`config.mk`:
```
export PLATFORM = sky130hd
export DESIGN_NAME = inst_trace_buffer
export DESIGN_NICKNAME = d
export VERILOG_FILES = /design/src/rtl/inst_trace_buffer.sv
export SDC_FILE = /design/constraint.sdc
export NUM_CORES = 1
export LEC_CHECK = 0
export ABC_AREA = 1
export BUFFER_PORTS_ARGS = -buffer_cell sky130_fd_sc_hd__buf_2
export CAP_MARGIN = 10
export CORE_ASPECT_RATIO = 1.2
export CORE_MARGIN = 8
export CORE_UTILIZATION = 24
export CTS_CLUSTER_SIZE = 28
export DETAILED_ROUTE_END_ITERATION = 8
export GPL_TIMING_DRIVEN = 0
export PLACE_DENSITY = 0.48
export RECOVER_POWER = 100
export SYNTH_ARGS = -nofsm -noshare
export SYNTH_HDL_FRONTEND = slang
export SYNTH_SLANG_ARGS = --single-unit
```
`constraint.sdc`:
```
create_clock -name clk -period 13.24 [get_ports clk]
set_input_delay 2.648 -clock clk [delete_from_list [all_inputs] [get_ports clk]]
set_output_delay 2.648 -clock clk [all_outputs]
set_load 0.03 [all_outputs]
```
`src/rtl/inst_trace_buffer.sv`:
```
// inst_trace_buffer: observe-only instruction trace buffer for single_period_cpu.
// Once armed, it waits for pc==trig_pc and then records {pc,inst} pairs until
// the buffer is full or stop is pulsed. The stored entries are then read out
// oldest-first through a valid/ready port.
// ADDR_LEN and INSTR_LEN mirror the widths in defines.v.
// Optional macro TRACE_DEDUP_EN: while capturing, skip the write when pc equals
// the pc of the last written entry. This collapses jump-to-self halt loops.
module inst_trace_buffer #(
   parameter int DEPTH     = 16,
   parameter int ADDR_LEN  = 32,
   parameter int INSTR_LEN = 32
) (
   input  logic                   clk,
   input  logic                   rst,
   input  logic [ADDR_LEN-1:0]    pc,
   input  logic [INSTR_LEN-1:0]   inst,
   input  logic                   arm,
   input  logic [ADDR_LEN-1:0]    trig_pc,
   input  logic                   stop,
   input  logic                   rd_ready,
   output logic                   rd_valid,
   output logic [ADDR_LEN-1:0]    rd_pc,
   output logic [INSTR_LEN-1:0]   rd_inst,
   output logic [1:0]             state,
   output logic [$clog2(DEPTH):0] count
);

   localparam int AW = $clog2(DEPTH);
   localparam logic [AW:0] LAST = (AW+1)'(DEPTH - 1);
   localparam logic [AW:0] ONE  = (AW+1)'(1);

   typedef enum logic [1:0] {
      IDLE    = 2'd0,
      ARMED   = 2'd1,
      CAPTURE = 2'd2,
      DRAIN   = 2'd3
   } state_t;

   state_t st, nxt;

   logic [ADDR_LEN-1:0]  pc_mem   [DEPTH];
   logic [INSTR_LEN-1:0] inst_mem [DEPTH];
   logic [AW-1:0]        wr_ptr, rd_ptr;
   logic                 wr_en, pop, clr, dup;

`ifdef TRACE_DEDUP_EN
   logic [ADDR_LEN-1:0]  last_pc;

   // Remember the pc of the most recent written entry.
   always_ff @(posedge clk) begin
      if (rst)
         last_pc <= '0;
      else if (wr_en)
         last_pc <= pc;
   end

   assign dup = (pc == last_pc);
`else
   assign dup = 1'b0;
`endif

   // State register.
   always_ff @(posedge clk) begin
      if (rst)
         st <= IDLE;
      else
         st <= nxt;
   end

   // Next-state logic and datapath strobes.
   always_comb begin
      nxt      = st;
      wr_en    = 1'b0;
      pop      = 1'b0;
      clr      = 1'b0;
      rd_valid = 1'b0;
      case (st)
         IDLE: begin
            if (arm) begin
               nxt = ARMED;
               clr = 1'b1;
            end
         end
         ARMED: begin
            if (stop)
               nxt = IDLE;
            else if (pc == trig_pc) begin
               wr_en = 1'b1;
               nxt   = CAPTURE;
            end
         end
         CAPTURE: begin
            if (stop)
               nxt = DRAIN;
            else if (!dup) begin
               wr_en = 1'b1;
               if (count == LAST)
                  nxt = DRAIN;
            end
         end
         DRAIN: begin
            rd_valid = (count != '0);
            if (rd_valid && rd_ready) begin
               pop = 1'b1;
               if (count == ONE)
                  nxt = IDLE;
            end else if (!rd_valid) begin
               nxt = IDLE;
            end
         end
         default: nxt = IDLE;
      endcase
   end

   // Pointers and occupancy. A write and a pop never happen in the same cycle.
   always_ff @(posedge clk) begin
      if (rst || clr) begin
         wr_ptr <= '0;
         rd_ptr <= '0;
         count  <= '0;
      end else begin
         if (wr_en) begin
            wr_ptr <= wr_ptr + 1'b1;
            count  <= count + 1'b1;
         end
         if (pop) begin
            rd_ptr <= rd_ptr + 1'b1;
            count  <= count - 1'b1;
         end
      end
   end

   // Trace storage. It is not reset; readout is masked while the buffer is empty.
   always_ff @(posedge clk) begin
      if (wr_en && !rst) begin
         pc_mem[wr_ptr]   <= pc;
         inst_mem[wr_ptr] <= inst;
      end
   end

   assign rd_pc   = (count != '0) ? pc_mem[rd_ptr]   : '0;
   assign rd_inst = (count != '0) ? inst_mem[rd_ptr] : '0;
   assign state   = st;

endmodule

```
Word level (Yosys, flattened, before mapping)
Memory sizes are Yosys's and may differ from the RTL's. A register that Yosys moved wholly into a read port is not among the register bits.
Cells that the tools add are included.
{"block": "word_totals", "regBits": 15, "latch_bits": 0, "mem_bits_rw": 1024, "mem_bits_ro": 0, "out_inout_bits": 72, "wordCells": 57, "memories": 2}
{"memory": "inst_mem", "words": 16, "word_bits": 32, "rd": 1, "rd_clocked_by_memory_dff": 1, "write_ports": 1, "line": "42", "text": "logic [INSTR_LEN-1:0] inst_mem [DEPTH];"}
{"memory": "pc_mem", "words": 16, "word_bits": 32, "rd": 1, "rd_clocked_by_memory_dff": 1, "write_ports": 1, "line": "41", "text": "logic [ADDR_LEN-1:0] pc_mem [DEPTH];"}
{"block": "op_classes", "add_sub_neg": 4, "n_mul": 0, "n_div": 0, "n_lt_le_gt_ge": 0, "eq_ne": 11, "n_shift": 0, "n_mux": 28, "bitwise": 0, "n_reduce_logical": 8}
{"operator": "two-way mux 32 bit", "count": 2}
{"operator": "equality test 32 bit", "count": 1}
{"operator": "two-way mux 2 bit", "count": 8}
{"operator": "two-way mux 4 bit", "count": 4}
{"operator": "inequality test 3 bit, second input constant", "count": 4}
{"operator": "two-way mux 1 bit", "count": 10}
{"operator": "two-way mux 5 bit", "count": 2}
{"operator": "adder 4 x 1 -> 4 bit, second input constant", "count": 2}
{"operator": "case mux 2 bit (4 select lines)", "count": 1}
{"operator": "adder 5 x 1 -> 5 bit, second input constant", "count": 1}
{"operator": "equality test 5 x 1 -> 1 bit, second input constant", "count": 1}
{"operator": "equality test 5 x 4 -> 1 bit, second input constant", "count": 1}
{"operator": "AND reduction 5 bit", "count": 1}
{"operator": "nonzero test 5 bit", "count": 1}
{"operator": "subtractor 5 x 1 -> 5 bit, second input constant", "count": 1}
{"operator": "equality test 2 bit, second input constant", "count": 2}
{"operator": "equality test 2 x 1 -> 1 bit, second input constant", "count": 1}
{"operator": "logical AND 1 bit", "count": 2}
{"operator": "zero test 2 bit", "count": 1}
{"operator": "inequality test 2 bit, second input constant", "count": 1}
{"operator": "case mux 1 bit (2 select lines)", "count": 1}
{"operator": "nonzero test 2 bit", "count": 1}
{"operator": "zero test 1 bit", "count": 1}
{"operator": "logical OR 1 bit", "count": 1}

Logic depth before layout (Yosys ltp)
Gate-level depths: netlist of run 1.
{"block": "depth", "depth_word": 7, "mapped_depth": 14}

Least setup slack after synthesis of run 1
No wires, ideal clock.
{"block": "synth_timing", "path_kind": "input port to flip-flop", "from": "input trig_pc[27]", "to": "memory inst_mem[0][0] (enable)", "setup_time_ns": 0.486, "arrival_time_ns": 6.194, "t_required_ns": 12.754, "path_slack_ns": 6.559, "cell_stages": 11, "path_cell_list": "xnor2_1 -> nand2_1 -> nor2_1 -> nand2_1 -> nor2_2 -> nand3_1 -> nand2_2 -> nand2_4 -> inv_6 -> nand2_2 -> nor2_1"}
{"block": "synth_between", "elab_chain_len": 7}
{"element": "start: declaration", "line": "18", "text": "input logic [ADDR_LEN-1:0] trig_pc,"}
{"element": "equality test 32 bit", "line": "87", "text": "else if (pc == trig_pc) begin"}
{"element": "two-way mux 1 bit", "line": "87"}
{"element": "two-way mux 1 bit", "line": "85", "text": "if (stop)"}
{"element": "case mux 1 bit (2 select lines)", "line": "77", "text": "case (st)"}
{"element": "logical AND 1 bit", "line": "135", "text": "if (wr_en && !rst) begin"}
{"element": "two-way mux 1 bit", "line": "135"}
{"element": "two-way mux 1 bit (not written as such)", "line": "137", "text": "inst_mem[wr_ptr] <= inst;"}
{"element": "end: declaration", "line": "42"}
No other way between the ends.

Worst setup path in the final report of run 1
{"block": "layout_timing", "from": "input pc[24]", "to": "memory inst_mem[4][14] (enable)"}
{"block": "layout_between", "elab_chain_len": 7}
{"element": "start: declaration", "line": "15", "text": "input logic [ADDR_LEN-1:0] pc,"}
{"element": "equality test 32 bit", "line": "87"}
{"element": "two-way mux 1 bit", "line": "87"}
{"element": "two-way mux 1 bit", "line": "85"}
{"element": "case mux 1 bit (2 select lines)", "line": "77"}
{"element": "logical AND 1 bit", "line": "135"}
{"element": "two-way mux 1 bit", "line": "135"}
{"element": "two-way mux 1 bit (not written as such)", "line": "137"}
No other way between the ends.

==> summary.md, run 1 <==
| Metric | Value |
|---|---|
| Final critical-path required period | 9.34 ns |
| Area occupied by multi-input gates | 8830 sq um |
| Register area share after synthesis | 75.2% |
| Cells after synthesis | 2989 |
| Net count after synthesis | 3105 |
| Worst path top cell family by delay | buffers and inverters |
| Total of fill cells in the finished design | 17700 |
| Flip-flop and latch area | 31100 sq um |
| Total placed cells including tap cells | 5490 |
| Violations in the final reports | capacitance limit, slew limit |
| Critical Path End Type | flop |
| Met1 global-route usage | 21.3% |
| DRC violation total after the first TritonRoute iteration | 3251 |
| Max-slew violation count | 908 |
| First-pass GRT wire length | around 210000 microns |
| Largest incremental delay on the critical path | ~1.5 ns |
| Routed wire length per instance | 26.6 microns |
| Source of the critical timing path | pc[24] |
| Global Route Usage Sum | 15.5% |
| Power per unit of standard cell area | ~140 nW/um^2 |
| RSZ-0062 raised after global routing | false |
| Clock buffers created by TritonCTS | 109 |
| Routed Wire Length | 151000 microns |
| Slowest-stage cell, CP | clkbuf_1 |
| Setup slack of the worst register-to-register path | 6.59 ns |
| DRC violation count after routing | 0 |
| Antenna violations before repair | 16 |
| Highest-count cells in the layout ignoring fill and taps | edfxtp_1, nor2_1, o21ai_0 |
| Depth of the CTS H-tree | 3 |
| I/O Buffers | around 170 |
| Tightest Hold Check Type | flop to flop |
| Startpoint of the most critical hold path | rd_ptr[3]$_SDFFE_PP0P_ |
| Post-route fraction of the period consumed by the critical path | 70.5% |
| Vias post-DR | about 28000 |
| Height of the die | 471 microns |
| Required arrival time at the worst endpoint | 13.51 ns |
| Number of library cell types mapped by synthesis | 32 |
| Clock tree from TritonCTS | done |
| Proportion of layout cells with a drive suffix above 1 | a little over a tenth |
| Residual overflow from global routing | 0 |
| Resize count post-CTS | 0 |
| Setup CP Type | primary input to flop |
| GR peak layer | met2 |
| Yosys Warn Count | 0 |
| Met2 Use GR | 24.9% |
| Status | finished, violations left |
| CP Data Arrival Time | 9.61 ns |
| Number of buffers and inverters on the critical path | 5 |
| Estimated wirelength of the detail-placed design | 102000 microns |
| Final setup violation count | 0 |
| Final number of hold-violating endpoints | 0 |
| Post-Syn Area | 41400 sq um |
| Number of global-route vias before repair | roughly 27000 |
| GRT met3 Usage | 3.08% |
| Post-Route Skew | 0.0211 ns |
| Kind of launch point of the worst setup path | primary input |
| Highest clock rate | 0.107 GHz |
| Pin count of the biggest net entering global routing | 24 |
| Area enclosed by the die boundary | roughly 190000 sq um |
| Non-filler cells, final | 5694 |
| Width of the die | 395 microns |
| Core Area | 172000 sq um |
| Cell Chain, Critical Path | clkbuf_1, xnor2_1, nand2_1, nor2_1, nand2_1, nor2_1, nand3_1, nand2_2, nand2_1, clkinvlp_2, nand2_1, nor2_1, clkbuf_1, clkbuf_1, clkbuf_1 |
| Clock sink count | 1043 |
| Clock root buffer | clkbuf_16 |
| Area grow syn2layout | 17.7% |
| RePlAce Congestion | 0.778 |
| Insertion delay of the later-clocked pin in the worst-skew pair | 0.69 ns |
| Ratio of routed vias to standard cells | approximately 4.9 |
| Num ports | 173 |
| Flops & latches, synth | 1043 |
| Transition time of the tightest slew-check pin | 2.49 ns |
| Post-synthesis area per instance | 13.8 sq um |
| Total leakage power | 15.1 nW |
| Number of buffers inserted to repair setup after CTS | 0 |
| Crit path max fanout | 23 |
| Number of detailed-route iterations in the first pass | 5 |
| Most common cell after layout, fill and taps aside | edfxtp_1 |
| Clock-pin slew on the worst setup and hold paths | ~0.06 ns |
| Max clock buf depth | 3 |
| Slew headroom | -66.5% |
| Max cap viols | 43 |
| Post-layout util | between 20% and 30% |
| Net count, final | 3436 |
| Summed negative setup slack over all endpoints | 0 ns |
| Core Rows | between 150 and 200 |
| Count of hold buffers inserted by post-cts repair | 0 |
| Max VDD drop | 0.0900 mV |
| Antenna violation net count after detailed routing | 0 |
| Initial cell density of the core | 24.1% |
[worst reg2reg max path, cell delays in order (launching register included)]
cell	delay [ns]
dfxtp_1	0.36
inv_1	0.14
ha_1	0.16
inv_1	0.04
nor2_1	0.16
nand3_1	0.12
nand2_2	0.06
nand2_1	0.22
clkinvlp_2	0.30
nand2_1	0.16
nor2_1	0.19
clkbuf_1	1.44
clkbuf_1	1.39
clkbuf_1	1.46
[synth_stat cells]
library cell	count	area (sq um)
nand4_1	2	12.5
a21oi_1	79	395
inv_6	2	17.5
nor2_4	1	11.3
o21ai_1	74	370
nor3_2	1	10.0
buf_1	6	22.5
xor2_1	6	52.6
ha_1	15	188
nand3_1	70	350
inv_2	5	18.8
buf_4	13	97.6
o22ai_1	68	425
buf_6	24	270
nand2_1	78	293
clkbuf_2	34	170
dfxtp_1	19	380
buf_2	71	355
o221ai_1	189	1660
nor2_1	548	2060
o211ai_1	67	503
nand3_2	1	10.0
nor3_1	3	15.0
xnor2_1	23	201
o21ai_0	446	2230
edfxtp_1	1024	30700
clkbuf_1	66	248
nor2_2	1	6.26
buf_8	3	45.0
inv_1	42	158
nand2_2	5	31.3
nand2_4	3	33.8
[logic make-up after synthesis]
| kind of cell | Yosys count | synth area share (%) |
|---|---|---|
| flops | 1043 | 75.2 |
| xor+xnor | 29 | 0.614 |
| buf+inv | 266 | 3.39 |
| fa+ha+maj | 15 | 0.453 |
| compound gates | 923 | 13.5 |
| simple gates | 713 | 6.84 |
[path summary, 6_finish.rpt]
| kind | end | cells past startpoint |
|---|---|---|
| hold / removal | rd_ptr[3]$_SDFFE_PP0P_ | 1 |
| setup / recovery | inst_mem[4][14]$_DFFE_PP_ | 15 |
| hold reg to reg | rd_ptr[3]$_SDFFE_PP0P_ | 1 |
| setup reg to reg | inst_mem[4][14]$_DFFE_PP_ | 13 |
[through the flow]
stage / cell area, sq um / total power [mW] / worst slack (ns) / hold WS, ns
after CTS: 49900 / 6.89 / 6.68 / 0.460
after floorplan: 41400 / 3.72 / 6.56 / 0.418
final: 48700 / 6.84 / 3.90 / 0.452
after global routing: 48700 / 7.01 / 3.52 / 0.480
after global placement: 45100 / 3.79 / 1.57 / 0.441
after detailed placement: 46200 / 3.80 / 7.15 / 0.445
[area by class of cell]
cell class | instances | area share, %
sequential | 1043 | 63.9
multi-input combinational | 1680 | 18.1
clock buffer | 136 | 6.17
tap | 2281 | 5.86
buffer | 217 | 2.48
timing repair buffer | 220 | 1.80
clock inverter | 66 | 1.26
inverter | 49 | 0.390
antenna | 2 | 0.0103
[flip-flops by register name, summed over array words and instances, names as in the netlist, named ones only]
name / cells
inst_mem: 512
rd_ptr: 4
state: 1
wr_ptr: 4
pc_mem: 512
count: 5
[report_power, final]
| group | internal (mW) | switching, mW |
|---|---|---|
| Sequential | 3.62 | 0.00135 |
| Clock | 1.82 | 1.31 |
| Combinational | 0.0185 | 0.0777 |
[routing by layer]
metal	part of all wire [%]	up-vias
li1	-	12100
met3	8.1	235
met1	43	14000
met2	46	1341
met5	0.014	-
met4	2.8	4
(Power assumes the default switching activity.)
==> run 2: changes to the inputs <==
==> constraint.sdc (replaced) <==
create_clock -name clk -period 9.7 [get_ports clk]
set_input_delay 1.94 -clock clk [delete_from_list [all_inputs] [get_ports clk]]
set_output_delay 1.94 -clock clk [all_outputs]
set_load 0.03 [all_outputs]
==> run 2 against run 1 <==
  * The flow still finishes with violations (capacitance limit, slew limit)
  * Final area rose by 0.38%
  * Combinational power is 36% higher
  * Clock skew barely moved
  * Largest power group unchanged
  * Highest routed layer unchanged
==> summary.md, run 2 (synthesis gave the netlist of run 1 again) <==
| Metric | Value |
|---|---|
| Status | finished, violations left (unchanged) |
| Violations in the final reports | capacitance limit, slew limit (unchanged) |
| Initial cell density of the core | 24.1% (unchanged) |
| Net count, final | 3436 (unchanged) |
| Width of the die | 395 microns (unchanged) |
| Internal | 7.45 mW (was 5.46 mW) |
| Standard cell area after detailed placement | 46200 sq um (unchanged) |
| Total placed cells including tap cells | 5490 (unchanged) |
| Number of buffers inserted to repair setup after CTS | 0 (unchanged) |
| RePlAce Congestion | 0.778 (unchanged) |
| Antenna violations before repair | 16 (unchanged) |
| Final number of hold-violating endpoints | 0 (unchanged) |
| DRC violation count after routing | 0 (unchanged) |
| Summed negative setup slack over all endpoints | 0 ns (unchanged) |
| CP Data Arrival Time | 7.69 ns (was 9.61 ns) |
| DRC violation total after the first TritonRoute iteration | 3242 (was 3251) |
| Post-route fraction of the period consumed by the critical path | between 70 and 80% |
| Post-Route Skew | 0.0213 ns (was 0.0211 ns) |
| Setup slack after layout | 2.29 ns (was 3.90 ns) |
| Critical Path End Type | flop (unchanged) |
| Tightest Hold Check Type | flop to flop (unchanged) |
| Transition time of the tightest slew-check pin | 2.71 ns (was 2.49 ns) |
| Setup CP Type | primary input to flop (unchanged) |
| Number of detailed-route iterations in the first pass | 6 (was 5) |
| Total leakage power | 15.2 nW (was 15.1 nW) |
| Estimated wirelength of the detail-placed design | 102000 microns (unchanged) |
| Core Rows | 167 (unchanged) |
| Height of the die | 471 microns (unchanged) |
| Total of fill cells in the finished design | 17700 (about the same) |
| Non-filler cells, final | 5693 (was 5694) |
| Insertion delay of the later-clocked pin in the worst-skew pair | 0.70 ns (was 0.69 ns) |
| Antenna violation net count after detailed routing | 0 (unchanged) |
| Residual overflow from global routing | 0 (unchanged) |
| Global Route Usage Sum | 15.5% (unchanged) |
| Sw Ratio | 20.2% (about the same) |
| Number of global-route vias before repair | 26800 (unchanged) |
| Routed wire length per instance | 26.6 microns (about the same) |
| Kind of launch point of the worst setup path | primary input (unchanged) |
| Highest clock rate | 0.135 GHz |
| RSZ-0062 raised after global routing | false (unchanged) |
| Ratio of routed vias to standard cells | 4.88 (was 4.86) |
| Depth of the CTS H-tree | 3 (unchanged) |
| Most common cell after layout, fill and taps aside | edfxtp_1 (unchanged) |
| Sequential fraction of design power | 53.0% (about the same) |
| First-pass GRT wire length | 208000 microns (unchanged) |
| Hold_ws | 0.452 ns (about the same) |
| Max cap viols | 34 (was 43) |
| Count of hold buffers inserted by post-cts repair | 0 (unchanged) |
| Area grow syn2layout | 18.2% (was 17.7%) |
| Clock-pin slew on the worst setup and hold paths | 0.06 ns (about the same) |
| Area occupied by multi-input gates | 8830 sq um (unchanged) |
| Clock sink count | 1043 (unchanged) |
| Area enclosed by the die boundary | 186000 sq um (unchanged) |
| Crit path max fanout | 20 (was 23) |
| Post-layout util | 28.4% (was 28.3%) |
| Total Power | 9.34 mW (was 6.84 mW) |
| Highest-count cells in the layout ignoring fill and taps | edfxtp_1, nor2_1, o21ai_0 (unchanged) |
| I/O Buffers | 172 (unchanged) |
| Clock buffers created by TritonCTS | 109 (unchanged) |
| Pin count of the biggest net entering global routing | 24 (unchanged) |
| Resize count post-CTS | 0 (unchanged) |
| Max VDD drop | 0.123 mV (was 0.0900 mV) |
| Largest registers | inst_mem x512, pc_mem x512, count x5 (unchanged) |
| Num ports | 173 (unchanged) |
| Final critical-path required period | ~7.4 ns |
| Clock tree from TritonCTS | done (unchanged) |
| Routed Wire Length | 151000 microns (about the same) |
| Max-slew violation count | 688 (was 908) |
| Clock root buffer | clkbuf_16 (unchanged) |
| Power share of the combinational group | 1.4% (about the same) |
| Required arrival time at the worst endpoint | 9.98 ns (was 13.51 ns) |
| Slew headroom | -81.3% (was -66.5%) |
| Flip-flop and latch area | 31100 sq um (unchanged) |
| Worst setup slack after placement | 4.31 ns (was 7.15 ns) |
| P_sw | 1.89 mW (was 1.38 mW) |
| Max clock buf depth | 3 (unchanged) |
| Power per unit of standard cell area | 191 nW/um^2 (was 140 nW/um^2) |
| Clock share of power | 45.6% (about the same) |
| Final setup violation count | 0 (unchanged) |
| Core Area | 172000 sq um (unchanged) |
| Area of all placed cells without fillers | 48900 sq um (was 48700 sq um) |
| Proportion of layout cells with a drive suffix above 1 | 10.8% (was 10.5%) |
| Vias post-DR | 27800 (was 27700) |
## run 2: cell count changes in the layout (fill, tap and decap cells not counted), sizes merged
cell    change
buf        +11
clkbuf     -11
diode       -1
## run 2: critical path, cell delays in order
cell and delay, ns:
clkbuf_1 0.96, nand2_1 0.11, nand2_1 0.11, nand2_1 0.05, nor2_1 0.08, nand2_1 0.09
nor2_1 0.15, nand3_1 0.11, nand2_2 0.06, nand2_1 0.23, clkinvlp_2 0.30, nand2_1 0.16
nor2_1 0.87, clkbuf_1 1.21, clkbuf_1 1.18
## run 2: worst paths after layout
check / cells after the start / endpoint / from / slack [ns]
worst max register to register: 12 / inst_mem[11][10]$_DFFE_PP_ / flop / 4.27
worst min-delay path: 1 / rd_ptr[3]$_SDFFE_PP0P_ / rd_ptr[3]$_SDFFE_PP0P_ / 0.45
worst min register to register: 1 / rd_ptr[3]$_SDFFE_PP0P_ / rd_ptr[3]$_SDFFE_PP0P_ / 0.45
worst max-delay path: 15 / inst_mem[11][10]$_DFFE_PP_ / pc[28] / 2.29
## run 2: per-layer routing
layer	vias to the layer above	GRT usage, %	share of wire [%]
li1	12100	-	-
met1	14100	21.3	43
met2	1338	24.9	46
met3	234	3.08	8.1
met4	4	4.24	2.8
met5	-	0	0.014
## run 2: power groups by stage
stage | Combinational [mW] | Clock, mW | Sequential [mW]
6_report | 0.131 | 4.26 | 4.95
5_1_grt | 0.144 | 4.47 | 4.95
4_1_cts | 0.139 | 4.32 | 4.95
3_5_place_dp | 0.138 | 0 | 5.04
3_3_place_gp | 0.135 | 0 | 5.04
2_1_floorplan | 0.0299 | 0 | 5.05
## run 2: cell type report
cell class / count / area share, %
well taps: 2281 / 5.84
flip-flops and latches: 1043 / 63.7
clock buffers: 136 / 6.15
inverters: 49 / 0.389
multi-input cells: 1680 / 18.1
plain buffers: 217 / 2.47
clock inverters: 66 / 1.26
diodes: 1 / 0.00512
repair buffers: 220 / 2.17
